===== config.mk =====
export PLATFORM = sky130hd
export DESIGN_NAME = bcd_countdown_timer
export DESIGN_NICKNAME = d
export VERILOG_FILES = /design/src/rtl/bcd_countdown_timer.sv
export SDC_FILE = /design/constraint.sdc
export NUM_CORES = 1
export LEC_CHECK = 0
export ABC_AREA = 1
export BUFFER_PORTS_ARGS = -buffer_cell sky130_fd_sc_hd__buf_2
export CORE_AREA = 5 5 88 90
export CTS_BUF_LIST = sky130_fd_sc_hd__clkbuf_8 sky130_fd_sc_hd__clkbuf_16
export DETAILED_ROUTE_END_ITERATION = 6
export DIE_AREA = 0 0 93 95
export GPL_TIMING_DRIVEN = 0
export RECOVER_POWER = 100
export REMOVE_ABC_BUFFERS = 1
export SLEW_MARGIN = 10
export SYNTH_ARGS = -nofsm -noshare
export SYNTH_HDL_FRONTEND = slang
export SYNTH_SLANG_ARGS = --single-unit
export TNS_END_PERCENT = 50

===== constraint.sdc =====
create_clock -name Clk -period 3.1 [get_ports Clk]
set_input_delay 0.155 -clock Clk [delete_from_list [all_inputs] [get_ports Clk]]
set_output_delay 0.155 -clock Clk [all_outputs]
set_load 0.05 [all_outputs]

===== src/rtl/bcd_countdown_timer.sv =====
// Multi-digit BCD down-counter: loads a clamped BCD preset, decrements once per
// prescaled tick while running, and pulses Done for one cycle on reaching zero.
module bcd_countdown_timer #(
    parameter int unsigned DIGITS   = 2,
    parameter int unsigned TICK_DIV = 50000000
) (
    input  logic                  Clk,
    input  logic                  R,
    input  logic                  Load,
    input  logic [4*DIGITS-1:0]   LoadVal,
    input  logic                  Start,
    input  logic                  Stop,
    output logic [4*DIGITS-1:0]   Q,
    output logic                  Running,
    output logic                  Done
);

    localparam int unsigned QW = 4 * DIGITS;
    localparam int unsigned PW = (TICK_DIV > 1) ? $clog2(TICK_DIV) : 1;
    localparam logic [PW-1:0] PRESC_MAX = PW'(TICK_DIV - 1);

    typedef enum logic [1:0] {
        IDLE   = 2'd0,
        RUN    = 2'd1,
        PAUSED = 2'd2,
        DONE   = 2'd3
    } state_t;

    state_t          state;
    logic [PW-1:0]   presc;
    logic [QW-1:0]   q_dec;
    logic [QW-1:0]   load_clamped;
    logic            dec_borrow;
    logic [3:0]      dec_digit;
    logic [3:0]      load_digit;
    logic            q_nonzero;

    assign q_nonzero = |Q;

    // Ripple-borrow BCD decrement; a zero count stays at zero.
    always_comb begin
        q_dec      = Q;
        dec_borrow = 1'b1;
        dec_digit  = 4'd0;
        for (int i = 0; i < int'(DIGITS); i++) begin
            dec_digit = Q[4*i +: 4];
            if (dec_borrow) begin
                if (dec_digit == 4'd0) begin
                    q_dec[4*i +: 4] = 4'd9;
                end else begin
                    q_dec[4*i +: 4] = dec_digit - 4'd1;
                    dec_borrow      = 1'b0;
                end
            end
        end
        if (dec_borrow) begin
            q_dec = '0;
        end
    end

    // Non-decimal preset digits saturate at 9.
    always_comb begin
        load_clamped = '0;
        load_digit   = 4'd0;
        for (int i = 0; i < int'(DIGITS); i++) begin
            load_digit = LoadVal[4*i +: 4];
            load_clamped[4*i +: 4] = (load_digit > 4'd9) ? 4'd9 : load_digit;
        end
    end

    // Control FSM with registered Q/Running/Done; priority R > Load > Stop > Start.
    always_ff @(posedge Clk) begin
        if (R) begin
            state   <= IDLE;
            presc   <= '0;
            Q       <= '0;
            Running <= 1'b0;
            Done    <= 1'b0;
        end else begin
            Done <= 1'b0;
            if (Load) begin
                Q       <= load_clamped;
                presc   <= '0;
                state   <= IDLE;
                Running <= 1'b0;
            end else begin
                case (state)
                    IDLE, PAUSED: begin
                        if (!Stop && Start && q_nonzero) begin
                            state   <= RUN;
                            Running <= 1'b1;
                        end
                    end
                    RUN: begin
                        if (Stop) begin
                            state   <= PAUSED;
                            Running <= 1'b0;
                        end else if (presc == PRESC_MAX) begin
                            presc <= '0;
                            Q     <= q_dec;
                            if (q_dec == '0) begin
                                state   <= DONE;
                                Running <= 1'b0;
                                Done    <= 1'b1;
                            end
                        end else begin
                            presc <= presc + PW'(1);
                        end
                    end
                    DONE: begin
                        Q <= '0;
                    end
                    default: begin
                        state   <= IDLE;
                        Running <= 1'b0;
                    end
                endcase
            end
        end
    end

endmodule


Word level (Yosys, flattened, before mapping)
Index checks and enable logic that the tools add are counted.
{ "totals": {"register_bits": 38, "latch_bits": 0, "ram_bits": 0, "romBits": 0, "in_bits": 13, "out_inout_bits": 10, "word_cells": 63, "n_memories": 0} }
{ "classes": {"addsub": 3, "mul": 0, "div": 0, "order_cmp": 2, "eq_ne": 9, "n_shift": 0, "muxes": 25, "bitwise": 3, "reduce_logical": 16} }
{ "ops": {"columns": ["cell", "count"], "rows": [
  ["8-bit 2-to-1 mux", 4],
  ["26-bit by 1-bit adder with 26-bit output, second input constant", 1],
  ["26-bit equality test, second input constant", 1],
  ["26-bit 2-to-1 mux", 1],
  ["4-bit 2-to-1 mux", 5],
  ["8-bit one-hot mux with 2 select lines", 1],
  ["3-bit inequality test, second input constant", 4],
  ["4-bit greater-than comparator, second input constant", 2],
  ["4-bit logical NOT", 2],
  ["8-bit logical NOT", 1],
  ["1-bit 2-to-1 mux", 8],
  ["2-bit 2-to-1 mux", 4],
  ["8-bit OR reduction", 1],
  ["4-bit by 1-bit subtractor with 4-bit output, second input constant", 2],
  ["5-bit OR reduction", 1],
  ["2-bit equality test, second input constant", 2],
  ["2-bit one-hot mux with 2 select lines", 1],
  ["4-bit AND reduction", 1],
  ["2-bit OR reduction", 2],
  ["1-bit inverter", 3],
  ["3-bit AND reduction", 1],
  ["3-bit nonzero test", 1],
  ["2-bit by 1-bit equality test with 1-bit output, second input constant", 1],
  ["1-bit logical AND", 2],
  ["6 further kinds", 6]
]} }

Logic depth before layout (Yosys ltp)
Gate-level depths: netlist of the first run.
{ "depth": {"ltp_word": 9, "depth_mapped": 15, "ltp_nobuf": 15} }

Worst setup path after synthesis of the first run
OpenSTA, ideal clock, no wires.
{ "synth_timing": {"path_type": "register to register", "from": "reg Q[0]", "to": "reg state[1]", "setup_ps": 132, "arrival_time_ps": 1820, "required_ps": 2968, "path_slack_ps": 1148, "path_stages_with_launch": 15, "path_cell_list": "dfxtp_1 > inv_1 > ha_1 > nand2_2 > nor2_4 > nand2_1 > nand2_1 > nand2_1 > nand2_1 > nor2_1 > nand2_1 > nand2_1 > nand2_1 > nand2_1 > a21oi_1"} }
{ "synth_via": {"elab_chain_cells": 7, "word_cells_on_any_way": 13, "cone_classes": "1 x add/sub; 2 x eq/ne; 5 x mux; 5 x reduce/logical"} }
{ "synth_lines": {"columns": ["element", "line_no", "text"], "rows": [
  ["start, declared", "13", "output logic [4*DIGITS-1:0] Q,"],
  ["start signal, assigned", "82", "Q <= load_clamped;"],
  ["start signal, assigned", "100", "Q <= q_dec;"],
  ["branches (longest 6 deep; another with 4-bit by 1-bit subtractor with 4-bit output)", null, null],
  ["4-bit AND reduction (no source line) *", null, null],
  ["end signal, assigned", "96", "state <= PAUSED;"],
  ["end signal, assigned", "102", "state <= DONE;"],
  ["end signal, assigned", "114", "state <= IDLE;"],
  ["end, declared", "29", "state_t state;"]
]} }
Every way passes the cells marked *.
A chain may end at the register's enable or synchronous reset.

Final worst setup path of the first run
{ "layout_timing": {"from": "reg state[0]", "to": "reg presc[15]"} }
{ "layout_via": {"elab_chain_cells": 2} }
{ "layout_lines": {"columns": ["element", "line_no", "text"], "rows": [
  ["start signal, assigned", "74", "state <= IDLE;"],
  ["start signal, assigned", "84", "state <= IDLE;"],
  ["start signal, assigned", "90", "state <= RUN;"],
  ["2-bit by 1-bit equality test with 1-bit output", "87", "case (state)"],
  ["2-bit AND reduction (no source line)", null, null],
  ["end signal, assigned", "107", "presc <= presc + PW'(1);"],
  ["end, declared", "30", "logic [PW-1:0] presc;"]
]} }
Every way passes these cells.

==> results of run 1 <==
==> flip-flops by register name, indices dropped and copies added, names as in the netlist <==
| signal | count |
|---|---|
| Q | 8 |
| Running | 1 |
| Done | 1 |
| state | 2 |
| presc | 26 |
==> worst min path at each step <==
stage                              start              endpoint  slack, ps  depth (start not counted)
finish                                 R     Q[7]$_SDFFE_PP0P_        130                          2
global route                           R     Q[3]$_SDFFE_PP0P_        140                          2
CTS                                    R     Q[3]$_SDFFE_PP0P_        130                          2
detailed placement                     R     Q[3]$_SDFFE_PP0P_        450                          2
global placement    Running$_SDFFE_PP0P_  Running$_SDFFE_PP0P_        450                          2
floorplan                              R     Q[1]$_SDFFE_PP0P_        220                          1
==> routing by layer <==
metal  wire length [µm]  vias up  GRT usage
li1                   -     1151          -
met1               2450     1022      0.146
met2               2460       40      0.214
met3                234        4     0.0263
met4                 60        0     0.0476
met5                  0        -          0
==> power groups by stage <==
stage | logic [mW] | registers, mW | clock network [mW]
finish | 0.186 | 0.510 | 0.524
global route | 0.207 | 0.512 | 0.553
CTS | 0.195 | 0.510 | 0.534
detailed placement | 0.194 | 0.522 | 0
global placement | 0.193 | 0.521 | 0
floorplan | 0.114 | 0.549 | 0
==> worst max-delay path: stages, from the launching register on <==
cell     delay, ps
dfxtp_1        380
inv_1           90
nor2_1         130
inv_1          100
nor2_4         290
inv_1          350
a21oi_2        580
nand3_1        160
nand2_1         90
nor3b_1        160
==> final cells by class <==
class                      count  area, µm²
clock buffer                   6       82.6
multi-input combinational    255       1310
tap                           82        103
inverter                      43        163
timing repair buffer          22       97.6
clock inverter                 2       60.1
sequential                    38        761
fill                         782       4410
==> cell families (layout without fill, tap and decap cells) <==
kind of cell / after synthesis / in the layout / synth area share
and+or+nand+nor: 193 / 193 / 0.408
AOI/OAI and AO/OA: 52 / 52 / 0.136
buffers and inverters: 49 / 73 / 0.0842
DFF: 38 / 38 / 0.328
xor gates and xnor gates: 6 / 6 / 0.0227
adders and majority gates: 4 / 4 / 0.0216
==> cell usage in the layout, fill, tap and decap left out, drive strengths merged <==
master / instances
ha: 4
nor3b: 3
bufinv: 2
clkinvlp: 1
clkbuf: 16
nor2: 48
a21oi: 22
nand3: 17
buf: 12
dfxtp: 38
a31oi: 1
a32oi: 1
o31ai: 4
a41oi: 1
xor2: 5
nor4: 1
inv: 42
o21ai: 18
nand4: 5
nand2: 104
xnor2: 1
nor3: 15
o221ai: 3
a21o: 1
a211oi: 1
==> run summary, run 1 <==
critical path arrival: 2630 ps
Tot Pwr: 1.22 mW
CP Launch Type: flip-flop
root buf cell: clkbuf_8
Rows: 31
Vias: 2217
num ports: 23
synthesized cell area: 2320 µm²
Setup crit end: presc[15]$_SDFFE_PP0P_
Post-synth top cells: nand2_1, dfxtp_1, nor2_1
FF-to-FF Start: state[0]$_SDFFE_PP0P_
VDD IR max: 0.356 mV
first-pass GRT wire length: 8.69 mm
R2R cell count: 9
Pleak: 0.995 nW
antenna violations before repair: 0
post-synth cell types: 38
number of DRC markers in iteration 0: 96
Reg2Reg Capture Point: presc[15]$_SDFFE_PP0P_
Post-synth EDFFs: 0
Max-slew headroom: 0.581
min-delay worst type: in -> reg
Max Clock Skew: 7.13 ps
crit end category: flip-flop
Reg2Reg Setup Slack: 680 ps
DRT Pass-1 Iters: 4
Cell Int Power: 896 µW
TritonCTS clock tree: built
area share of the largest cell type after synthesis: 0.328
Longest Clk Path Bufs: 2
Starting Density: 0.332
setup violators final: 0
RSZ-0062 raised after global routing: false
# diodes: 0
Setup WS pre-CTS: 951 ps
share of layout cells above drive strength 1: 0.142
number of H-tree levels: 2
Sw Ratio: 0.266
Clock Power Share: 0.429
pwr dens: 474 nW/µm²
final wirelength: 5.20 mm
NetSw: 325 µW
DRC Markers: 0
CP Class: reg -> reg
clock latency on the worst-skew pair: 290 ps
GPL Wtd Cong: 0.842
CTS Sinks: 38
DP Area: 2500 µm²
period utilization: 0.781
Reg power frac: 0.418
syn_area_per_cell: 6.78 µm²
setup TNS: 0 ps
final count of hold timing violations: 0
die area: 8840 µm²
FF+latch count, synth: 38
Clock transition at path regs: 80 ps
WL/cell: 11.6 µm
# placed instances: 440
Max-Cap Viols: 0
cell area after layout: 2570 µm²
sequential share of the synthesized area: 0.328
largest net degree at the start of global routing: 16
Cells after Synth: 342
worst hold slack: 132 ps
Final Max Slew Viols: 0
Core Area: 6980 µm²
Max Clock Freq: 0.413 GHz
post_cts resized: 0
asr flop ratio synth: 0
minimum clock period: 2420 ps
Most used DFF post-synth: dfxtp_1
fin nets: 382
Finished Layout Cells: 448
Synth Warn #: 0
Via density: 4.95
crit path from: state[0]$_SDFFE_PP0P_
top post-synthesis cells by area: dfxtp_1, nand2_1, nor2_1
Worst Path Required: 3310 ps
Setup Fix Bufs, Post-CTS: 0
critical path fanouts, max: 15
Port-buffer cells: 22
dpl hpwl: 3.97 mm
setup ws final: 679 ps
vias in the first global route: 1955
Least-Margin Pin Slew: 629 ps
TritonCTS buffer count: 5
Tot GR Track Use: 0.122
hold buffer count at cts: 0
Routed Antenna Nets: 0
status: finished clean
Die Wd: 93 µm
Comb power frac: 0.153
total gr overflow: 0
count leader, synth: nand2_1
Yosys top cell by area: dfxtp_1
Die Y-Extent: 95 µm
Util after Layout: 0.369
Synth-to-Final Area Change: 11.1%
Power figures use the tool's default switching activity.
==> run 2, diff against run 1 <==
==> constraint.sdc (replaced) <==
create_clock -name Clk -period 2.4 [get_ports Clk]
set_input_delay 0.12 -clock Clk [delete_from_list [all_inputs] [get_ports Clk]]
set_output_delay 0.12 -clock Clk [all_outputs]
set_load 0.05 [all_outputs]
==> run summary, run 2 (synthesis results as in run 1) <==
status: finished clean
cells along the critical path: inv_2, nor2_2, inv_2, nor2_4, inv_2, a21oi_2, nand3_1, nand2_1, nor3b_1
VDD IR max: 0.459 mV (+29%)
period utilization: 0.905 (+0.124)
Storage cell area: 761 µm² (unchanged)
Util after Layout: 0.370 (+0.000896)
most frequent cells in the layout: nand2_1, dfxtp_1, nor2_1
biggest regs: presc: 26 flops, Q: 8 flops, state: 2 flops
Starting Density: 0.332 (unchanged)
minimum clock period: 2170 ps (-249 ps)
cell area after layout: 2580 µm² (+0.24%)
Max Clock Skew: 7.44 ps (+0.309 ps)
Least-Margin Pin Slew: 628 ps (-0.812 ps)
CP Launch Type: flip-flop
commonest non-fill, non-tap cell in the layout: nand2_1
final count of hold timing violations: 0 (unchanged)
Pleak: 1.00 nW (+0.51%)
Critical-path top delay cell: a21oi_2
final wirelength: 5.18 mm (-0.40%)
num ports: 23 (unchanged)
CTS Sinks: 38 (unchanged)
setup violators final: 0 (unchanged)
Die Wd: 93 µm (unchanged)
most used cell, CP: inv_2
Worst Path Required: 2610 ps (-700 ps)
post_cts resized: 0 (unchanged)
CP delay by family, top: simple AND/OR/NAND/NOR gates
CP Class: reg -> reg
NetSw: 418 µW (+29%)
hold buffer count at cts: 0 (unchanged)
GPL Wtd Cong: 0.842 (unchanged)
pwr dens: 611 nW/µm² (+29%)
root buf cell: clkbuf_8
largest register by flop count: presc
Final Max Slew Viols: 0 (unchanged)
Clock Power Share: 0.428 (about the same)
Buf/Inv on CP: 3 (unchanged)
Core Area: 6980 µm² (unchanged)
crit end category: flip-flop
Sw Ratio: 0.265 (-0.000766)
Routed Antenna Nets: 0 (unchanged)
TritonCTS clock tree: built
multi-input logic area: 1310 µm² (+0.38%)
Finished Layout Cells: 448 (unchanged)
TritonCTS buffer count: 5 (unchanged)
critical path fanouts, max: 15 (unchanged)
Cell Int Power: 1.16 mW (+29%)
critical path arrival: 2380 ps (-250 ps)
Max-Cap Viols: 0 (unchanged)
Max-slew headroom: 0.581 (about the same)
largest net degree at the start of global routing: 16 (unchanged)
RSZ-0062 raised after global routing: false
first-pass GRT wire length: 8.69 mm (unchanged)
fillcell total: 780 (-0.26%)
dpl hpwl: 3.97 mm (unchanged)
number of DRC markers in iteration 0: 103 (+7.3%)
die area: 8840 µm² (unchanged)
DRT Pass-1 Iters: 4 (unchanged)
setup TNS: 0 ps (unchanged)
Via density: 4.96 (+0.14%)
Max Clock Freq: 0.460 GHz (+11%)
Rows: 31 (unchanged)
number of H-tree levels: 2 (unchanged)
Setup WS pre-CTS: 251 ps (-700 ps)
total gr overflow: 0 (unchanged)
share of layout cells above drive strength 1: 0.158 (+0.0164)
max FFs per register: 26 (unchanged)
Comb power frac: 0.154 (about the same)
Longest Clk Path Bufs: 2 (unchanged)
Crit path largest cell delay: 530 ps (-50 ps)
# placed instances: 440 (unchanged)
Die Y-Extent: 95 µm (unchanged)
WL/cell: 11.6 µm (-0.40%)
Vias: 2220 (+0.14%)
fin nets: 382 (unchanged)
Tot Pwr: 1.58 mW (+29%)
vias in the first global route: 1955 (unchanged)
setup ws final: 228 ps (-451 ps)
# diodes: 0 (unchanged)
DP Area: 2500 µm² (unchanged)
worst hold slack: 97.8 ps (-34.4 ps)
clock latency on the worst-skew pair: 290 ps (about the same)
Setup Fix Bufs, Post-CTS: 0 (unchanged)
min-delay worst type: in -> reg
Clock transition at path regs: 80 ps (about the same)
antenna violations before repair: 0 (unchanged)
Port-buffer cells: 22 (unchanged)
Tot GR Track Use: 0.122 (unchanged)
Reg power frac: 0.418 (about the same)
Synth-to-Final Area Change: 11.4%
DRC Markers: 0 (unchanged)
[run 2: changes by cell type in the layout (fill, tap and decap cells not counted), sizes merged]
cell	delta
clkinvlp	-1
inv	+1
[run 2: worst register-to-register path, stage by stage, from the launching register on]
cell and delay [ps]:
dfxtp_1 390, inv_2 70, nor2_2 110, inv_2 70, nor2_4 290, inv_2 230
a21oi_2 530, nand3_1 160, nand2_1 90, nor3b_1 160
[run 2: power groups by stage]
| stage | sequential [mW] | clock (mW) | combinational [mW] |
|---|---|---|---|
| 2_1_floorplan | 0.709 | 0 | 0.147 |
| 3_3_place_gp | 0.673 | 0 | 0.249 |
| 3_5_place_dp | 0.674 | 0 | 0.250 |
| 4_1_cts | 0.659 | 0.690 | 0.251 |
| 5_1_grt | 0.662 | 0.714 | 0.269 |
| 6_report | 0.659 | 0.675 | 0.242 |
[run 2: metal layers]
metal | wire length [µm] | part of all wire | track usage | vias up
met5 | 0 | 0 | 0 | -
met4 | 60 | 0.012 | 0.0476 | 0
met3 | 277 | 0.054 | 0.0263 | 4
met2 | 2480 | 0.48 | 0.214 | 42
met1 | 2360 | 0.46 | 0.146 | 1023
li1 | - | - | - | 1151
[run 2: layout make-up]
| type | count | share of cell area |
|---|---|---|
| clock buffers | 6 | 0.0320 |
| well taps | 82 | 0.0397 |
| multi-input cells | 255 | 0.509 |
| inverters | 43 | 0.0635 |
| repair buffers | 22 | 0.0378 |
| clock inverters | 2 | 0.0233 |
| flip-flops and latches | 38 | 0.295 |
[run 2: final timing paths]
kind                                             from  cells after the start                      to  slack [ps]
worst min register to register   Running$_SDFFE_PP0P_                      2    Running$_SDFFE_PP0P_         470
worst max register to register  state[0]$_SDFFE_PP0P_                      9  presc[15]$_SDFFE_PP0P_         230
worst min-delay path                                R                      2       Q[7]$_SDFFE_PP0P_         100
worst max-delay path            state[0]$_SDFFE_PP0P_                      9  presc[15]$_SDFFE_PP0P_         230
